**src/rtl/bus_rr_arbiter_if.sv**
```systemverilog
// ============================================================================
//  Module   : bus_rr_arbiter_if
//  Brief    : Requester/downstream handshake bundle for the round-robin arbiter.
//  Revision : 1.0 - initial release
// ============================================================================
`default_nettype none

interface bus_rr_arbiter_if #(
  parameter int DW = 8,
  parameter int NR = 4,
  parameter int IW = $clog2(NR)
) ();
  logic [NR*DW-1:0] req_data_i;
  logic [NR-1:0]    req_vld_i;
  logic [NR-1:0]    req_last_i;
  logic [NR-1:0]    req_busy_o;
  logic [DW-1:0]    out_data_o;
  logic             out_vld_o;
  logic             out_last_o;
  logic [IW-1:0]    out_id_o;
  logic             out_busy_i;

  modport master (
    input  req_data_i, req_vld_i, req_last_i, out_busy_i,
    output req_busy_o, out_data_o, out_vld_o, out_last_o, out_id_o
  );

  modport slave (
    output req_data_i, req_vld_i, req_last_i, out_busy_i,
    input  req_busy_o, out_data_o, out_vld_o, out_last_o, out_id_o
  );
endinterface

`default_nettype wire

```
**src/rtl/bus_rr_arbiter.sv**
```systemverilog
// ============================================================================
//  Module   : bus_rr_arbiter
//  Brief    : Packet-locked round-robin arbiter muxing NR requesters downstream.
//  Revision : 1.0 - initial release
// ============================================================================
`default_nettype none

module bus_rr_arbiter #(
  parameter int DW = 8,
  parameter int NR = 4,
  parameter int IW = $clog2(NR)
) (
  input  logic               clk_i,
  input  logic               reset_i,
  bus_rr_arbiter_if.master   bus
);

  typedef enum logic [0:0] {
    IDLE   = 1'b0,
    LOCKED = 1'b1
  } state_t;

  state_t        r_state;
  state_t        w_state_nxt;
  logic [IW-1:0] r_rr_ptr;
  logic [IW-1:0] r_owner;
  logic [IW-1:0] w_rr_nxt;
  logic [IW-1:0] w_owner_nxt;
  logic [IW-1:0] w_rr_win;
  logic [IW-1:0] w_win;
  logic [IW-1:0] w_win_plus1;
  logic [IW:0]   w_idx;
  logic          w_found;
  logic          w_has_win;
  logic          w_vld;
  logic          w_last;
  logic          w_accept;

  // Rotating priority search starting at rr_ptr; sum stays below 2*NR so IW+1 bits suffice.
  always_comb begin
    w_found  = 1'b0;
    w_rr_win = '0;
    w_idx    = '0;
    for (int i = 0; i < NR; i++) begin
      w_idx = {1'b0, r_rr_ptr} + (IW+1)'(i);
      if (w_idx >= (IW+1)'(NR)) begin
        w_idx = w_idx - (IW+1)'(NR);
      end
      if (!w_found && bus.req_vld_i[w_idx[IW-1:0]]) begin
        w_found  = 1'b1;
        w_rr_win = w_idx[IW-1:0];
      end
    end
  end

  assign w_win       = (r_state == LOCKED) ? r_owner : w_rr_win;
  assign w_has_win   = !reset_i && ((r_state == LOCKED) || w_found);
  assign w_vld       = w_has_win && bus.req_vld_i[w_win];
  assign w_last      = bus.req_last_i[w_win];
  assign w_accept    = w_vld && !bus.out_busy_i;
  assign w_win_plus1 = (w_win == IW'(NR-1)) ? '0 : w_win + IW'(1);

  always_comb begin
    bus.req_busy_o = '1;
    bus.out_vld_o  = 1'b0;
    bus.out_last_o = 1'b0;
    bus.out_data_o = '0;
    bus.out_id_o   = '0;
    if (w_has_win) begin
      bus.req_busy_o[w_win] = bus.out_busy_i;
      bus.out_vld_o         = w_vld;
      bus.out_last_o        = w_last;
      bus.out_data_o        = bus.req_data_i[w_win*DW +: DW];
      bus.out_id_o          = w_win;
    end
  end

  always_comb begin
    w_state_nxt = r_state;
    w_rr_nxt    = r_rr_ptr;
    w_owner_nxt = r_owner;
    case (r_state)
      IDLE: begin
        if (w_vld) begin
          if (w_accept && w_last) begin
            w_rr_nxt = w_win_plus1;
          end else begin
            // Lock even when stalled so the presented beat cannot switch source.
            w_state_nxt = LOCKED;
            w_owner_nxt = w_win;
          end
        end
      end
      LOCKED: begin
        if (w_accept && w_last) begin
          w_state_nxt = IDLE;
          w_rr_nxt    = w_win_plus1;
        end
      end
      default: w_state_nxt = IDLE;
    endcase
  end

  always_ff @(posedge clk_i or posedge reset_i) begin
    if (reset_i) begin
      r_state  <= IDLE;
      r_rr_ptr <= '0;
      r_owner  <= '0;
    end else begin
      r_state  <= w_state_nxt;
      r_rr_ptr <= w_rr_nxt;
      r_owner  <= w_owner_nxt;
    end
  end

endmodule

`default_nettype wire

```
**src/flat_wrapper.sv**
```systemverilog
// flat-port wrapper written by rule: the top's interface ports become plain ports
module bus_rr_arbiter_flat 
#(
  parameter int DW = 8,
  parameter int NR = 4,
  parameter int IW = $clog2(NR)
)
  (clk_i, reset_i, bus_req_data_i, bus_req_vld_i, bus_req_last_i, bus_out_busy_i, bus_req_busy_o, bus_out_data_o, bus_out_vld_o, bus_out_last_o, bus_out_id_o);
  bus_rr_arbiter_if #(.DW(DW), .NR(NR), .IW(IW)) bus_i ();
  input  logic clk_i;
  input  logic reset_i;
  input wire logic [$bits(bus_i.req_data_i)-1:0] bus_req_data_i;
  input wire logic [$bits(bus_i.req_vld_i)-1:0] bus_req_vld_i;
  input wire logic [$bits(bus_i.req_last_i)-1:0] bus_req_last_i;
  input wire logic [$bits(bus_i.out_busy_i)-1:0] bus_out_busy_i;
  output wire logic [$bits(bus_i.req_busy_o)-1:0] bus_req_busy_o;
  output wire logic [$bits(bus_i.out_data_o)-1:0] bus_out_data_o;
  output wire logic [$bits(bus_i.out_vld_o)-1:0] bus_out_vld_o;
  output wire logic [$bits(bus_i.out_last_o)-1:0] bus_out_last_o;
  output wire logic [$bits(bus_i.out_id_o)-1:0] bus_out_id_o;
  assign bus_i.req_data_i = bus_req_data_i;
  assign bus_i.req_vld_i = bus_req_vld_i;
  assign bus_i.req_last_i = bus_req_last_i;
  assign bus_i.out_busy_i = bus_out_busy_i;
  assign bus_req_busy_o = bus_i.req_busy_o;
  assign bus_out_data_o = bus_i.out_data_o;
  assign bus_out_vld_o = bus_i.out_vld_o;
  assign bus_out_last_o = bus_i.out_last_o;
  assign bus_out_id_o = bus_i.out_id_o;
  bus_rr_arbiter #(.DW(DW), .NR(NR), .IW(IW)) u_core (.clk_i(clk_i), .reset_i(reset_i), .bus(bus_i));
endmodule
```
**config.mk**
```make
export PLATFORM = sky130hd
export DESIGN_NAME = bus_rr_arbiter_flat
export DESIGN_NICKNAME = d
export VERILOG_FILES = /design/src/rtl/bus_rr_arbiter_if.sv /design/src/rtl/bus_rr_arbiter.sv /design/src/flat_wrapper.sv
export SDC_FILE = /design/constraint.sdc
export NUM_CORES = 1
export LEC_CHECK = 0
export CORE_ASPECT_RATIO = 0.7
export CORE_UTILIZATION = 41
export CTS_BUF_LIST = sky130_fd_sc_hd__clkbuf_8
export CTS_CLUSTER_SIZE = 24
export DETAILED_ROUTE_END_ITERATION = 16
export GPL_ROUTABILITY_DRIVEN = 0
export PLACE_DENSITY = 0.89
export REMOVE_ABC_BUFFERS = 1
export SLEW_MARGIN = 20
export SYNTH_ARGS = -nofsm -noshare
export SYNTH_HDL_FRONTEND = slang
export SYNTH_SLANG_ARGS = --single-unit
export TNS_END_PERCENT = 5
```
**constraint.sdc**
```tcl
create_clock -name clk_i -period 6.5 [get_ports clk_i]
set_input_delay 0.975 -clock clk_i [delete_from_list [all_inputs] [get_ports clk_i]]
set_output_delay 0.975 -clock clk_i [all_outputs]
set_load 0.005 [all_outputs]
```
==> metrics.cfg, run 1 <==
[status]
status = completed

[logic_synthesis]
seq_area_frac_synth_pct = 13.44
avgSynthCellArea_sq_um = 8.025
yosys.area.top_type_share_pct = 15.32
synthArstFlopShare_pct = 100.0
yosys_warnings = 0
synthFlopType = dfrtp_1
synth_edf_count = 0
synth_top_cell_by_area = a211oi_1
synth_seq_cells = 5
netlist_area_sq_um = 930.9
yosys-top-cells-area = a211oi_1 15%, dfrtp_1 13%, mux2i_1 12%
yosysUniqueCellTypes = 40
postSynthCellCount = 116

[grt]
antenna_found_initial = 0
grt_overflow_total = 0
grt_pass1_vias = 1070
use_met1_pct = 34.93
busiest_layer = met2
grt_pass1_wl_um = 5071
grt_max_degree = 23
grt_util_met2_pct = 42.73
use_met3_pct = 3.427
grt_usage_pct = 26.99

[cells_and_area]
final_layout_size_suffix_gt1_share_pct = 7.602
final_area_sq_um = 1550
multi_input_area_sq_um = 729.5
fillers = 171
ff_latch_area_sq_um = 125.1
insertedDiodeCount = 0
area_delta_synth_final_pct = 66.53
nNetsFinal = 219

[sta]
fmax_mhz = 206.6
skew_ns = 0.001207
finalSetupViolCount = 0
tightest_slew_ns = 0.6613
rsz0062_at_grt = no
fin_crit_ns = 4.839
hold_viol_final = 0
report.final.slew_viol_count = 0
relSlewSlack_pct = 55.86
finalCritPeriodShare_pct = 74.45
fin_setup_tns_ns = 0

[route]
drt-total-wl_um = 3119
ant_nets = 0
vias_per_cell = 5.532
drt_first_pass_iters = 4
vias = 1123
wl_per_cell_um = 15.36
drc = 0
drt_iter0_drc = 43

[setup_path]
crit_buf_inv = 3
slowest_stage = clkdlybuf4s50_1
cp_top_family = buffers and inverters
crit_arrival_ns = 3.86
worst-r2r-setup-slack_ns = 3.73
cp_cell_sequence = clkdlybuf4s50_1 > and2b_1 > o21ai_0 > a32oi_2 > inv_1 > and2_1 > a211oi_1 > clkdlybuf4s50_1
critical_path.endpoint = bus_out_last_o
worstSetupStartpoint = bus_req_vld_i[0]
crit_fanout = 21
max_stage_delay_ns = 0.68
worstReg2RegStart = u_core.r_state$_DFF_PP0_
worstRegToRegCells = 6
cp.required_ns = 5.52
cp.depth = 8
critPathKind = primary input to output port
crit_path_start_kind = primary input
r2r_end = u_core.r_owner[1]$_DFFE_PP0P_
cp_common_cell = clkdlybuf4s50_1
end_kind = output port

[power_and_ir_drop]
p_per_area_nw_per_um2 = 294.2
power.leakage_nw = 0.5966
vdd_drop_max_mv = 0.1916

[floorplan]
initial_core_util_pct = 43.56
die_area_sq_um = 2468
core-area_sq_um = 2137
die_y_um = 41.87
die_w_um = 58.95
io_pins = 59
rows = 14

[clock_network]
cts_tree = yes
cts_buffers = 3
ctsHoldBuffers = 0
htree_num_levels = 1
clock_path_buffers = 2
cts-root-buf = clkbuf_8
postCtsSetupBuffers = 0
insertion_delay_ns = 0.22
cts.sink_count = 5
post_cts_resized = 0
clk_pin_slew_ns = 0.03

[min_path]
hold_path.class = flip-flop to flip-flop

[placement]
hpwlAfterDp_um = 2514
portBuffers = 58
place_area_sq_um = 1505

[flow_run]
drv_cap = 0

-- metal layers --
layer  share of wire, %  vias up
li1                   -      546
met1                 43      529
met2                 50       38
met3                4.1       10
met4                2.5        0
met5                  0        -
-- Yosys cell counts, types with 2 or more instances --
master / n
nand2_1: 6
inv_1: 7
nor2b_1: 3
buf_6: 2
o21ai_0: 4
nor2_1: 9
nand2b_1: 3
a21oi_1: 3
dfrtp_1: 5
and2_1: 9
nor3_1: 2
a211oi_1: 19
mux2i_1: 11
buf_2: 4
ha_1: 4
-- worst min-delay path by stage --
| stage | from | end | slack [ns] | cells after the start |
|---|---|---|---|---|
| 6_report | u_core.r_owner[1]$_DFFE_PP0P_ | u_core.r_owner[1]$_DFFE_PP0P_ | 0.57 | 1 |
| 5_1_grt | u_core.r_owner[1]$_DFFE_PP0P_ | u_core.r_owner[1]$_DFFE_PP0P_ | 0.60 | 1 |
| 4_1_cts | u_core.r_owner[1]$_DFFE_PP0P_ | u_core.r_owner[1]$_DFFE_PP0P_ | 0.58 | 1 |
| 3_5_place_dp | u_core.r_owner[1]$_DFFE_PP0P_ | u_core.r_owner[1]$_DFFE_PP0P_ | 0.57 | 1 |
| 3_3_place_gp | u_core.r_owner[1]$_DFFE_PP0P_ | u_core.r_owner[1]$_DFFE_PP0P_ | 0.52 | 1 |
| 2_1_floorplan | u_core.r_owner[1]$_DFFE_PP0P_ | u_core.r_owner[1]$_DFFE_PP0P_ | 0.49 | 1 |
-- final cells by class --
class                   count  area share (%)
clock buffers               3           2.663
clock inverters             1          0.2421
inverters                   8           1.937
multi-input cells          96           47.05
flip-flops and latches      5           8.071
well taps                  32           2.583
repair buffers             58           37.45
-- worst register-to-register path, stage by stage, from the launching register on --
cell,delay [ns]
dfrtp_1,0.56
or4_4,0.51
o21ai_4,0.44
nor2_2,0.16
and3b_4,0.25
a2111oi_4,0.35
mux2_1,0.37
-- cells by family after synthesis --
kind of cell | count (synthesis) | share of synthesized area (%)
simple gates | 40 | 23.79
compound gates | 39 | 34.95
buf+inv | 15 | 8.199
mux | 13 | 14.25
flops | 5 | 13.44
fa+ha+maj | 4 | 5.377
-- layout by cell type (no fill, tap or decap), types with 2 or more instances in the layout --
cell,n
clkdlybuf4s50_1,58
a211oi_1,19
mux2i_1,11
nor2_1,9
and2_1,9
inv_1,8
nand2_1,6
dfrtp_1,5
o21ai_0,4
ha_1,4
nor2b_1,3
a21oi_1,3
nand2b_1,3
clkbuf_8,3
nor3_1,2
-- state kept, by name (all words and copies together), names as in the netlist --
| signal | flops |
|---|---|
| u_core.r_rr_ptr | 2 |
| u_core.r_state | 1 |
| u_core.r_owner | 2 |
-- per-stage QoR --
step / hold slack (ns) / utilization (%) / power, W / std cells / setup WS, ns
after floorplan: 0.4945 / - / 0.0002650 / 109 / 3.122
after global placement: 0.5238 / 70.43 / 0.0003851 / 199 / 1.780
after detailed placement: 0.5688 / 70.43 / 0.0003988 / 199 / 1.698
after CTS: 0.5759 / 72.54 / 0.0004574 / 203 / 1.673
after global routing: 0.5981 / 72.54 / 0.0004935 / 203 / 1.371
final: 0.5675 / 72.54 / 0.0004561 / 203 / 1.661
-- power breakdown --
group	internal, W	switching, W	leakage [nW]	total [W]
clock	0.0000404	0.0000146	0.0269	0.0000550
combinational	0.000173	0.000160	0.509	0.000332
sequential	0.0000430	0.0000257	0.0604	0.0000687
total	0.000256	0.000200	0.597	0.000456
No activity file was read; power rests on OpenSTA's default activity.
==> inputs of run 2 (changes only) <==
Settings changed: CORE_UTILIZATION 41 to 34, PLACE_DENSITY 0.89 to 0.79.
Clock period 6.5 ns to 4.2 ns, I/O delays scaled along.
==> run 2 against run 1 <==
Count of clock-buffer cells in the layout unchanged. Routed wire length is 13% higher. Flip-flop and latch count did not move. Critical path depth rose by 1. Clock power rose by 63%. Sequential share of layout area shrank 0.20 points. Clock skew increased by 0.0026 ns. Total power rose by 63%. Cell count rose by 3.4%. Final area up 2.6%. Highest routed layer unchanged.
==> metrics.cfg, run 2 (synthesis gave the netlist of run 1 again) <==
[status]
status = completed

[cells_and_area]
area_delta_synth_final_pct = 70.83
fin_cells = 210
final_layout_size_suffix_gt1_share_pct = 10.23
final_area_sq_um = 1590
fillers = 234
insertedDiodeCount = 0
ff_latch_area_sq_um = 125.1
largestRegisters = u_core.r_owner x2, u_core.r_rr_ptr x2, u_core.r_state x1
final_common_cell = clkdlybuf4s50_1
multi_input_area_sq_um = 729.5
layout_common_cells = 58 x clkdlybuf4s50_1, 19 x a211oi_1, 11 x mux2i_1
nNetsFinal = 224

[sta]
timing.hold.ws_ns = 0.5484
skew_ns = 0.003796
setup_ws_ns = 0.2089
hold_viol_final = 0
rsz0062_at_grt = no
finalSetupViolCount = 0
tightest_slew_ns = 0.5954
finalCritPeriodShare_pct = 95.03
fin_setup_tns_ns = 0
relSlewSlack_pct = 60.00
report.final.slew_viol_count = 0
fmax_mhz = 250.6
fin_crit_ns = 3.991

[setup_path]
crit_fanout = 14
crit_path_start_kind = primary input
max_stage_delay_ns = 0.67
cp.required_ns = 3.57
slowest_stage = clkdlybuf4s50_1
crit_buf_inv = 3
end_kind = output port
critPathKind = primary input to output port
cp_cell_sequence = clkdlybuf4s50_1 > and2b_1 > nor2_1 > o311a_2 > buf_4 > and2_1 > a211oi_1 > a211oi_1 > clkdlybuf4s50_1
crit_arrival_ns = 3.36
cp_top_family = buffers and inverters

[floorplan]
io_pins = 59
rows = 15
core-area_sq_um = 2534
initial_core_util_pct = 36.74
die_w_um = 64.54
die_area_sq_um = 2955
die_y_um = 45.78

[clock_network]
clk_pin_slew_ns = 0.03
htree_num_levels = 1
cts.sink_count = 5
cts-root-buf = clkbuf_8
post_cts_resized = 0
insertion_delay_ns = 0.23
ctsHoldBuffers = 0
postCtsSetupBuffers = 0
cts_buffers = 3
cts_tree = yes
clock_path_buffers = 2

[grt]
grt_pass1_wl_um = 5216
grt_overflow_total = 0
grt_max_degree = 15
grt_usage_pct = 24.08
grt_pass1_vias = 1088
antenna_found_initial = 0

[placement]
portBuffers = 58
place_area_sq_um = 1545
place_inst = 206
hpwlAfterDp_um = 2874
place_ws_ns = 0.2520

[route]
drt_iter0_drc = 44
vias = 1163
drc = 0
wl_per_cell_um = 16.79
ant_nets = 0
vias_per_cell = 5.538
drt_first_pass_iters = 4
drt-total-wl_um = 3525

[flow_run]
drv_cap = 0

[power_and_ir_drop]
vdd_drop_max_mv = 0.3173
p_per_area_nw_per_um2 = 467.5
power.leakage_nw = 0.6213

[min_path]
hold_path.class = flip-flop to flip-flop

[run 2: cell count changes in the layout (fill, tap and decap cells not counted), sizes merged]
cell,previous run,this run
buf,0,5
[run 2: final cells by class]
| cell class | count | share of cell area [%] |
|---|---|---|
| clock buffers | 3 | 2.596 |
| clock inverters | 1 | 0.2360 |
| inverters | 8 | 1.888 |
| multi-input cells | 96 | 45.87 |
| flip-flops and latches | 5 | 7.868 |
| well taps | 34 | 2.675 |
| repair buffers | 63 | 38.87 |
[run 2: report_power, final]
part	leakage (nW)	internal (W)	total, W	switching (W)
combinational	0.534	0.000285	0.000545	0.000259
sequential	0.0604	0.0000664	0.000109	0.0000426
clock	0.0269	0.0000629	0.0000897	0.0000268
[run 2: worst register-to-register path: stages (launching register included)]
cell,delay [ns]
dfrtp_1,0.69
a2111o_1,0.18
o311a_2,0.38
mux2i_1,0.31
and3b_4,0.26
a2111oi_4,0.34
mux2_1,0.35
[run 2: final timing paths]
| path | from | endpoint | slack, ns | cells past startpoint |
|---|---|---|---|---|
| worst max-delay path | bus_req_vld_i[0] | bus_out_data_o[4] | 0.21 | 9 |
| worst min-delay path | u_core.r_owner[1]$_DFFE_PP0P_ | u_core.r_owner[1]$_DFFE_PP0P_ | 0.55 | 1 |
| worst max register to register | u_core.r_state$_DFF_PP0_ | u_core.r_owner[1]$_DFFE_PP0P_ | 1.56 | 6 |
| worst min register to register | u_core.r_owner[1]$_DFFE_PP0P_ | u_core.r_owner[1]$_DFFE_PP0P_ | 0.55 | 1 |
| max in group asynchronous | reset_i | u_core.r_owner[1]$_DFFE_PP0P_ | 3.34 | 2 |
| min in group asynchronous | reset_i | u_core.r_owner[0]$_DFFE_PP0P_ | 0.64 | 2 |
[run 2: through the flow]
step                utilization (%)   power, W
floorplan                         -  0.0004101
global placement              60.99  0.0006220
detailed placement            60.99  0.0006469
CTS                           62.77  0.0007416
global route                  62.77  0.0008022
finish                        62.77  0.0007435
[run 2: per-layer routing]
layer	track usage (%)	up-vias	routed length (um)
met5	0	-	0
met3	4.000	13	176
met1	28.17	545	1404
met2	45.68	50	1862
li1	-	555	-
met4	8.000	0	82
